===== src/rtl/glyph_row_renderer_pkg.sv =====
// Shared VGA/glyph definitions: pixel-write mode encodings, screen limits,
// colour constants, FSM state type and a counter-width helper.
package glyph_row_renderer_pkg;

    localparam logic [1:0] MODE_TRANSPARENT = 2'b00;
    localparam logic [1:0] MODE_OPAQUE      = 2'b01;
    localparam logic [1:0] MODE_CLEAR       = 2'b10;

    localparam int SCREEN_X_MAX = 159;
    localparam int SCREEN_Y_MAX = 119;

    localparam logic [2:0] BLACK = 3'b000;
    localparam logic [2:0] GREEN = 3'b010;

    typedef enum logic [1:0] {
        ST_IDLE = 2'd0,
        ST_DRAW = 2'd1,
        ST_DONE = 2'd2
    } state_t;

    // Width needed to count 0..n-1, never less than one bit.
    function automatic int cnt_width(input int n);
        return (n > 1) ? $clog2(n) : 1;
    endfunction

endpackage


===== src/rtl/glyph_row_renderer_if.sv =====
// Handshake and pixel-bus bundle of the glyph row renderer.
//   master : the requester (decode logic / bench) driving operands and start
//   slave  : the renderer, driving busy/done and the VGA pixel-write signals
interface glyph_row_renderer_if #(
    parameter int NUM_GLYPHS = 3,
    parameter int GLYPH_W    = 12,
    parameter int GLYPH_H    = 12
);
    logic                                   start;
    logic                                   abort;
    logic [1:0]                             mode;
    logic [7:0]                             x;
    logic [6:0]                             y;
    logic [2:0]                             fg;
    logic [2:0]                             bg;
    logic [NUM_GLYPHS*GLYPH_W*GLYPH_H-1:0]  glyphs;
    logic                                   busy;
    logic                                   done;
    logic [7:0]                             x_out;
    logic [6:0]                             y_out;
    logic [2:0]                             colour;
    logic                                   writeEn;

    modport master (
        output start, abort, mode, x, y, fg, bg, glyphs,
        input  busy, done, x_out, y_out, colour, writeEn
    );

    modport slave (
        input  start, abort, mode, x, y, fg, bg, glyphs,
        output busy, done, x_out, y_out, colour, writeEn
    );

endinterface


===== src/rtl/glyph_row_renderer_counter.sv =====
// glyph_raster_counter: nested glyph / row / column scan counter.
// Ports: clk, rst_n (async active-low), clear_i (synchronous zero),
//        advance_i (step one pixel), k_o/row_o/col_o (current position),
//        last_o (position is the final pixel of the last glyph).
module glyph_raster_counter
    import glyph_row_renderer_pkg::*;
#(
    parameter  int NUM_GLYPHS = 3,
    parameter  int GLYPH_W    = 12,
    parameter  int GLYPH_H    = 12,
    localparam int KW         = cnt_width(NUM_GLYPHS),
    localparam int RW         = cnt_width(GLYPH_H),
    localparam int CW         = cnt_width(GLYPH_W)
) (
    input  logic          clk,
    input  logic          rst_n,
    input  logic          clear_i,
    input  logic          advance_i,
    output logic [KW-1:0] k_o,
    output logic [RW-1:0] row_o,
    output logic [CW-1:0] col_o,
    output logic          last_o
);

    localparam logic [KW-1:0] K_LAST = KW'(NUM_GLYPHS - 1);
    localparam logic [RW-1:0] R_LAST = RW'(GLYPH_H - 1);
    localparam logic [CW-1:0] C_LAST = CW'(GLYPH_W - 1);

    logic [KW-1:0] k_q;
    logic [RW-1:0] row_q;
    logic [CW-1:0] col_q;

    always_ff @(posedge clk or negedge rst_n) begin
        if (!rst_n) begin
            k_q   <= '0;
            row_q <= '0;
            col_q <= '0;
        end else if (clear_i) begin
            k_q   <= '0;
            row_q <= '0;
            col_q <= '0;
        end else if (advance_i) begin
            if (col_q == C_LAST) begin
                col_q <= '0;
                if (row_q == R_LAST) begin
                    row_q <= '0;
                    k_q   <= (k_q == K_LAST) ? '0 : k_q + KW'(1);
                end else begin
                    row_q <= row_q + RW'(1);
                end
            end else begin
                col_q <= col_q + CW'(1);
            end
        end
    end

    assign k_o    = k_q;
    assign row_o  = row_q;
    assign col_o  = col_q;
    assign last_o = (k_q == K_LAST) && (row_q == R_LAST) && (col_q == C_LAST);

endmodule


===== src/rtl/glyph_row_renderer.sv =====
// glyph_row_renderer: rasterises a row of NUM_GLYPHS monochrome bitmaps into
// the VGA adapter pixel-write bus, one pixel per clock, with clipping,
// transparent/opaque/clear modes and abort.
// Ports: clk, reset (async active-low), bus (slave side of
//        glyph_row_renderer_if: start/abort/operands in, busy/done/pixel out).
//
// state   | meaning
// --------+-----------------------------------------------------------
// ST_IDLE | waiting for start; operands latched on acceptance
// ST_DRAW | counters hold the pixel being emitted on the next clock
// ST_DONE | last pixel already on the bus; done pulses on the next clock
module glyph_row_renderer
    import glyph_row_renderer_pkg::*;
#(
    parameter int NUM_GLYPHS = 3,
    parameter int GLYPH_W    = 12,
    parameter int GLYPH_H    = 12,
    parameter int GAP        = 0,
    parameter int X_MAX      = SCREEN_X_MAX,
    parameter int Y_MAX      = SCREEN_Y_MAX
) (
    input  logic                 clk,
    input  logic                 reset,
    glyph_row_renderer_if.slave  bus
);

    localparam int GSZ   = GLYPH_W * GLYPH_H;
    localparam int TOTAL = NUM_GLYPHS * GSZ;
    localparam int KW    = cnt_width(NUM_GLYPHS);
    localparam int RW    = cnt_width(GLYPH_H);
    localparam int CW    = cnt_width(GLYPH_W);
    localparam int IW    = cnt_width(TOTAL);
    localparam logic [15:0] PITCH = 16'(GLYPH_W + GAP);

    state_t state_q, state_d;

    logic [1:0]       mode_q;
    logic [7:0]       x_q;
    logic [6:0]       y_q;
    logic [2:0]       fg_q, bg_q;
    logic [TOTAL-1:0] glyphs_q;

    logic [KW-1:0] cnt_k;
    logic [RW-1:0] cnt_row;
    logic [CW-1:0] cnt_col;
    logic          cnt_last;

    logic          start_acc;
    logic          advance;

    logic [IW-1:0] bit_idx;
    logic          pix_bit;
    logic [15:0]   x_calc;
    logic [7:0]    y_calc;
    logic          clipped;

    logic       busy_q, busy_d;
    logic       done_q, done_d;
    logic       we_q, we_d;
    logic [7:0] x_out_q, x_out_d;
    logic [6:0] y_out_q, y_out_d;
    logic [2:0] colour_q, colour_d;

    assign start_acc = (state_q == ST_IDLE) && bus.start;
    assign advance   = (state_q == ST_DRAW) && !bus.abort && !cnt_last;

    glyph_raster_counter #(
        .NUM_GLYPHS (NUM_GLYPHS),
        .GLYPH_W    (GLYPH_W),
        .GLYPH_H    (GLYPH_H)
    ) u_cnt (
        .clk       (clk),
        .rst_n     (reset),
        .clear_i   (start_acc),
        .advance_i (advance),
        .k_o       (cnt_k),
        .row_o     (cnt_row),
        .col_o     (cnt_col),
        .last_o    (cnt_last)
    );

    // Operand latch; mode 11 is folded to transparent here so the output
    // logic only ever sees the three real modes.
    always_ff @(posedge clk or negedge reset) begin
        if (!reset) begin
            mode_q   <= MODE_TRANSPARENT;
            x_q      <= '0;
            y_q      <= '0;
            fg_q     <= '0;
            bg_q     <= '0;
            glyphs_q <= '0;
        end else if (start_acc) begin
            mode_q   <= (bus.mode == 2'b11) ? MODE_TRANSPARENT : bus.mode;
            x_q      <= bus.x;
            y_q      <= bus.y;
            fg_q     <= bus.fg;
            bg_q     <= bus.bg;
            glyphs_q <= bus.glyphs;
        end
    end

    // MSB of each glyph slice is its top-left pixel.
    always_comb begin
        bit_idx = IW'(int'(cnt_k) * GSZ + (GSZ - 1)
                      - (int'(cnt_row) * GLYPH_W + int'(cnt_col)));
        pix_bit = glyphs_q[bit_idx];
        // Coordinates are kept wide so the clip test sees the true position
        // before truncation to the bus widths.
        x_calc  = 16'(x_q) + PITCH * 16'(cnt_k) + 16'(cnt_col);
        y_calc  = 8'(y_q) + 8'(cnt_row);
        clipped = (x_calc > 16'(X_MAX)) || (y_calc > 8'(Y_MAX));
    end

    always_ff @(posedge clk or negedge reset) begin
        if (!reset) state_q <= ST_IDLE;
        else        state_q <= state_d;
    end

    always_comb begin
        state_d = state_q;
        case (state_q)
            ST_IDLE: if (bus.start) state_d = ST_DRAW;
            ST_DRAW: begin
                if (bus.abort)     state_d = ST_IDLE;
                else if (cnt_last) state_d = ST_DONE;
            end
            ST_DONE: state_d = ST_IDLE;
            default: state_d = ST_IDLE;
        endcase
    end

    // busy follows the next state so it rises the cycle after start and
    // falls together with the last pixel; done trails DONE by one register.
    always_comb begin
        busy_d   = (state_d == ST_DRAW);
        done_d   = (state_q == ST_DONE);
        we_d     = 1'b0;
        x_out_d  = x_out_q;
        y_out_d  = y_out_q;
        colour_d = colour_q;
        if (state_q == ST_DRAW && !bus.abort) begin
            x_out_d = x_calc[7:0];
            y_out_d = y_calc[6:0];
            if (!clipped) begin
                case (mode_q)
                    MODE_OPAQUE: begin
                        we_d     = 1'b1;
                        colour_d = pix_bit ? fg_q : bg_q;
                    end
                    MODE_CLEAR: begin
                        we_d     = 1'b1;
                        colour_d = bg_q;
                    end
                    default: begin
                        we_d = pix_bit;
                        if (pix_bit) colour_d = fg_q;
                    end
                endcase
            end
        end
    end

    always_ff @(posedge clk or negedge reset) begin
        if (!reset) begin
            busy_q   <= 1'b0;
            done_q   <= 1'b0;
            we_q     <= 1'b0;
            x_out_q  <= '0;
            y_out_q  <= '0;
            colour_q <= '0;
        end else begin
            busy_q   <= busy_d;
            done_q   <= done_d;
            we_q     <= we_d;
            x_out_q  <= x_out_d;
            y_out_q  <= y_out_d;
            colour_q <= colour_d;
        end
    end

    assign bus.busy    = busy_q;
    assign bus.done    = done_q;
    assign bus.writeEn = we_q;
    assign bus.x_out   = x_out_q;
    assign bus.y_out   = y_out_q;
    assign bus.colour  = colour_q;

endmodule


===== src/flat_wrapper.sv =====
// flat-port wrapper written by rule: the top's interface ports become plain ports
module glyph_row_renderer_flat import glyph_row_renderer_pkg::*;
#(
    parameter int NUM_GLYPHS = 3,
    parameter int GLYPH_W    = 12,
    parameter int GLYPH_H    = 12,
    parameter int GAP        = 0,
    parameter int X_MAX      = SCREEN_X_MAX,
    parameter int Y_MAX      = SCREEN_Y_MAX
)
  (clk, reset, bus_start, bus_abort, bus_mode, bus_x, bus_y, bus_fg, bus_bg, bus_glyphs, bus_busy, bus_done, bus_x_out, bus_y_out, bus_colour, bus_writeEn);
  glyph_row_renderer_if #(.NUM_GLYPHS(NUM_GLYPHS), .GLYPH_W(GLYPH_W), .GLYPH_H(GLYPH_H)) bus_i ();
  input  logic clk;
  input  logic reset;
  input wire logic [$bits(bus_i.start)-1:0] bus_start;
  input wire logic [$bits(bus_i.abort)-1:0] bus_abort;
  input wire logic [$bits(bus_i.mode)-1:0] bus_mode;
  input wire logic [$bits(bus_i.x)-1:0] bus_x;
  input wire logic [$bits(bus_i.y)-1:0] bus_y;
  input wire logic [$bits(bus_i.fg)-1:0] bus_fg;
  input wire logic [$bits(bus_i.bg)-1:0] bus_bg;
  input wire logic [$bits(bus_i.glyphs)-1:0] bus_glyphs;
  output wire logic [$bits(bus_i.busy)-1:0] bus_busy;
  output wire logic [$bits(bus_i.done)-1:0] bus_done;
  output wire logic [$bits(bus_i.x_out)-1:0] bus_x_out;
  output wire logic [$bits(bus_i.y_out)-1:0] bus_y_out;
  output wire logic [$bits(bus_i.colour)-1:0] bus_colour;
  output wire logic [$bits(bus_i.writeEn)-1:0] bus_writeEn;
  assign bus_i.start = bus_start;
  assign bus_i.abort = bus_abort;
  assign bus_i.mode = bus_mode;
  assign bus_i.x = bus_x;
  assign bus_i.y = bus_y;
  assign bus_i.fg = bus_fg;
  assign bus_i.bg = bus_bg;
  assign bus_i.glyphs = bus_glyphs;
  assign bus_busy = bus_i.busy;
  assign bus_done = bus_i.done;
  assign bus_x_out = bus_i.x_out;
  assign bus_y_out = bus_i.y_out;
  assign bus_colour = bus_i.colour;
  assign bus_writeEn = bus_i.writeEn;
  glyph_row_renderer #(.NUM_GLYPHS(NUM_GLYPHS), .GLYPH_W(GLYPH_W), .GLYPH_H(GLYPH_H), .GAP(GAP), .X_MAX(X_MAX), .Y_MAX(Y_MAX)) u_core (.clk(clk), .reset(reset), .bus(bus_i));
endmodule

===== config.mk =====
export PLATFORM = sky130hd
export DESIGN_NAME = glyph_row_renderer_flat
export DESIGN_NICKNAME = d
export VERILOG_FILES = /design/src/rtl/glyph_row_renderer_pkg.sv /design/src/rtl/glyph_row_renderer_if.sv /design/src/rtl/glyph_row_renderer_counter.sv /design/src/rtl/glyph_row_renderer.sv /design/src/flat_wrapper.sv
export SDC_FILE = /design/constraint.sdc
export NUM_CORES = 1
export LEC_CHECK = 0
export BUFFER_PORTS_ARGS = -buffer_cell sky130_fd_sc_hd__buf_2
export CAP_MARGIN = 20
export CORE_ASPECT_RATIO = 0.5
export CORE_MARGIN = 3
export CORE_UTILIZATION = 24
export CTS_CLUSTER_SIZE = 8
export DETAILED_ROUTE_END_ITERATION = 6
export GPL_ROUTABILITY_DRIVEN = 0
export GPL_TIMING_DRIVEN = 1
export PLACE_DENSITY = 0.51
export SLEW_MARGIN = 20
export SYNTH_ARGS = -nofsm -noshare
export SYNTH_HDL_FRONTEND = slang
export SYNTH_SLANG_ARGS = --single-unit

===== constraint.sdc =====
create_clock -name clk -period 4.7 [get_ports clk]
set_input_delay 0 -clock clk [delete_from_list [all_inputs] [get_ports clk]]
set_output_delay 0 -clock clk [all_outputs]
set_load 0.02 [all_outputs]

==> out/results.ini <==
[worst_setup_path]
crit_family = adder cells
crit_arrival_ns = 5.02
crit_top_cell = inv_1
start_kind = register
worstPathRequired_ns = 5.22
crit_fanout = 7
endpoint_kind = register
slowest_stage = fa_1
critPathKind = register to register
cpPeakStageDelay_ns = 0.51
crit_buf_inv = 4
worstPathCellList = ha_1 -> inv_1 -> fa_1 -> inv_1 -> fa_1 -> inv_1 -> ha_4 -> a21oi_1 -> and3_2 -> or2_1 -> buf_4 -> a311oi_1 -> a211o_1 -> a41o_1 -> or2_2 -> a31o_1 -> a41oi_2

[synthesis]
ys_warn_count = 0
synth.area.mux_share_pct = 10.6
synth-compound-area-share_pct = 5.27
synth_most_common_cell = nand2_1
synthArstFlopShare_pct = 100
yosysSeqAreaShare_pct = 51.7
synth_area_um2 = 23600
netlist_top_cells_area = dfrtp_1 52%, nand2_1 22%, mux4_2 6.3%
synth_xor_area_share_pct = 0.889
synth_top_cell_by_area = dfrtp_1
synth_top_family_by_area = simple AND/OR/NAND/NOR gates
ys_ff_latch = 488
syn_area_per_cell_um2 = 9.09
synth_edf_count = 0
yosys.area_share.simple_pct = 25.2
synthDominantCellAreaShare_pct = 51.7
synth_cells = 2601
synth_fa_ha_area_share_pct = 2.55
synth_flop_cell = dfrtp_1
synth_commonest_cells = 1412 x nand2_1, 488 x dfrtp_1, 107 x clkbuf_1
synth_fp_nets = 3104
synth_cell_types = 75

[place]
port_buffers = 479
place_ws_ns = -0.0418
dp_hpwl_um = 64100

[route]
wl_per_cell_um = 19.3
ant_nets = 0
dr.pass1.iters = 5
first_iter_violations = 1395
totalWireLength_um = 93200
via_per_inst = 4.57
num_vias = 22100
post-route-drc-count = 0

[clock_network]
clkSlewWorstSetupHoldPaths_ns = 0.05
htree_levels = 3
tritoncts = built
clk_latency_ns = 0.61
cts_buffer_depth = 3
clkSinkCount = 488
post_cts_buffers = 0
cts_made_buffers = 70
cts-root-buf = clkbuf_16

[final_layout]
fillCellCount = 9713
layout.nets = 4015
drive_gt1_share_pct = 20.3
syn2layout_area_growth_pct = 44.1
multi_input_area_um2 = 10600
seq_area_um2 = 12200
finalCoreUtilization_pct = 35.3

[grt]
grt_max_degree = 144
grt_pass1_vias = 24400
antenna_found_initial = 5
grt_pass1_wl_um = 143000
overflow = 0
grtUsageTotal_pct = 18.1

[worst_hold_path]
hp-class = input port to asynchronous set/reset pin

[sta]
worst_pin_slew_ns = 0.912
finalCritPeriodShare_pct = 95.9
fin_crit_ns = 4.51
hold_viol_final = 0
drv_slew = 0
setup_violations = 0
relSlewSlack_pct = 39.2
finClkSkew_ns = 0.0237
max_clock_freq_mhz = 222
setup_slack_ns = 0.194

[floorplanning]
initial_core_util_pct = 24.5
die_width_um = 450
rows = 80
core_area_um2 = 96500
die-area_um2 = 103000
chipHeight_um = 228
io_pins = 480

[pwr]
powerDensity_nw_per_um2 = 560
power_uw = 19100
peakVddDrop_v = 0.000604
total_leakage_power_uw = 0.0171

[status]
status = completed

[flow_run]
maxCapViolations = 0

-- cell families (layout without fill, tap and decap cells) --
group                      after synthesis  in the layout
buffers and inverters                  190           1108
muxes                                  143            143
DFF                                    488            488
and+or+nand+nor                       1534           1534
adders and majority gates               44             44
AOI/OAI and AO/OA                      178            178
other                                    0              4
xor gates and xnor gates                24             24
-- routing by layer --
| layer | up-vias | routed length, µm | global-route usage (%) |
|---|---|---|---|
| met2 | 748 | 46000 | 31.0 |
| met3 | 438 | 4020 | 3.48 |
| met5 | - | 12 | 0 |
| li1 | 10300 | - | - |
| met1 | 10700 | 34400 | 19.3 |
| met4 | 2 | 8800 | 15.7 |
-- cells in the final DEF, fill, tap and decap left out, drive strengths merged, types with 37 or more instances in the layout --
master and instances:
o21ai 39, mux4 81, dfrtp 488, dlygate4sd3 458, ha 37, mux2i 51, a21oi 44, clkbuf 74
inv 39, nand2 1412, buf 532
-- through the flow --
| stage | std cells | setup TNS, ns | hold WS, ns | cell area (µm²) |
|---|---|---|---|---|
| final | 4835 | 0 | 0.0613 | 34100 |
| after global routing | 4834 | -0.0145 | 0.115 | 34000 |
| after CTS | 4831 | 0 | 0.0434 | 34000 |
| after detailed placement | 4294 | -0.0712 | 0.104 | 27500 |
| after global placement | 4294 | 0 | 0.0982 | 27500 |
| after floorplan | 2601 | 0 | -0.296 | 23600 |
-- registers in the layout, summed over array words and instances, names as in the netlist --
name and cells:
u_core.state_q 2, u_core.u_cnt.col_o 4, u_core.bg_q 3, u_core.bus.y_out 7, u_core.bus.done 1, u_core.y_q 7
u_core.bus.x_out 8, u_core.x_q 8, u_core.fg_q 3, u_core.bus.writeEn 1, u_core.u_cnt.k_o 2, u_core.bus.colour 3
u_core.glyphs_q 432, u_core.u_cnt.row_o 4, u_core.mode_q 2, u_core.bus.busy 1
-- path summary, 6_finish.rpt --
check / end / slack (ns) / startpoint / depth (start not counted)
worst max-delay path: u_core.bus.colour[1] / 0.19 / u_core.u_cnt.row_o[1] / 17
worst min-delay path: u_core.glyphs_q[233] / 0.06 / reset / 2
worst max register to register: u_core.bus.colour[1] / 0.19 / u_core.u_cnt.row_o[1] / 17
worst min register to register: u_core.bus.y_out[1] / 0.46 / u_core.bus.y_out[1] / 2
max in group asynchronous: u_core.glyphs_q[5] / 3.32 / reset / 3
min in group clk: u_core.y_q[6] / 0.12 / bus_start / 4
-- cell type report --
class	instances	share of cell area, %
inverters	39	0.441
diodes	4	0.0294
multi-input cells	1923	31.2
flip-flops and latches	488	35.9
clock inverters	5	0.261
well taps	1312	4.82
repair buffers	990	22.0
clock buffers	74	5.31
-- power by group --
| group | total [µW] | internal (µW) | switching (µW) |
|---|---|---|---|
| logic | 8800 | 3640 | 5170 |
| clock network | 4600 | 2720 | 1880 |
| registers | 5660 | 5110 | 551 |
| total | 19100 | 11500 | 7600 |
-- what timing repair did --
item | 4_1_cts | 5_1_grt
endpoints found under the hold margin | 550 | 0
gates resized for setup | 1 | 11
hold buffers | 458 | 0
gates cloned | 0 | 0
setup endpoints to repair | 3 | 4
pin swaps | 0 | 1
-- worst reg2reg max path, stage by stage, from the launching register on --
cell	delay, ns
dfrtp_1	0.35
ha_1	0.23
inv_1	0.08
fa_1	0.50
inv_1	0.07
fa_1	0.51
inv_1	0.07
ha_4	0.28
a21oi_1	0.26
and3_2	0.31
or2_1	0.21
buf_4	0.18
a311oi_1	0.05
a211o_1	0.33
a41o_1	0.27
or2_2	0.32
a31o_1	0.23
a41oi_2	0.19
(Power assumes the default switching activity.)
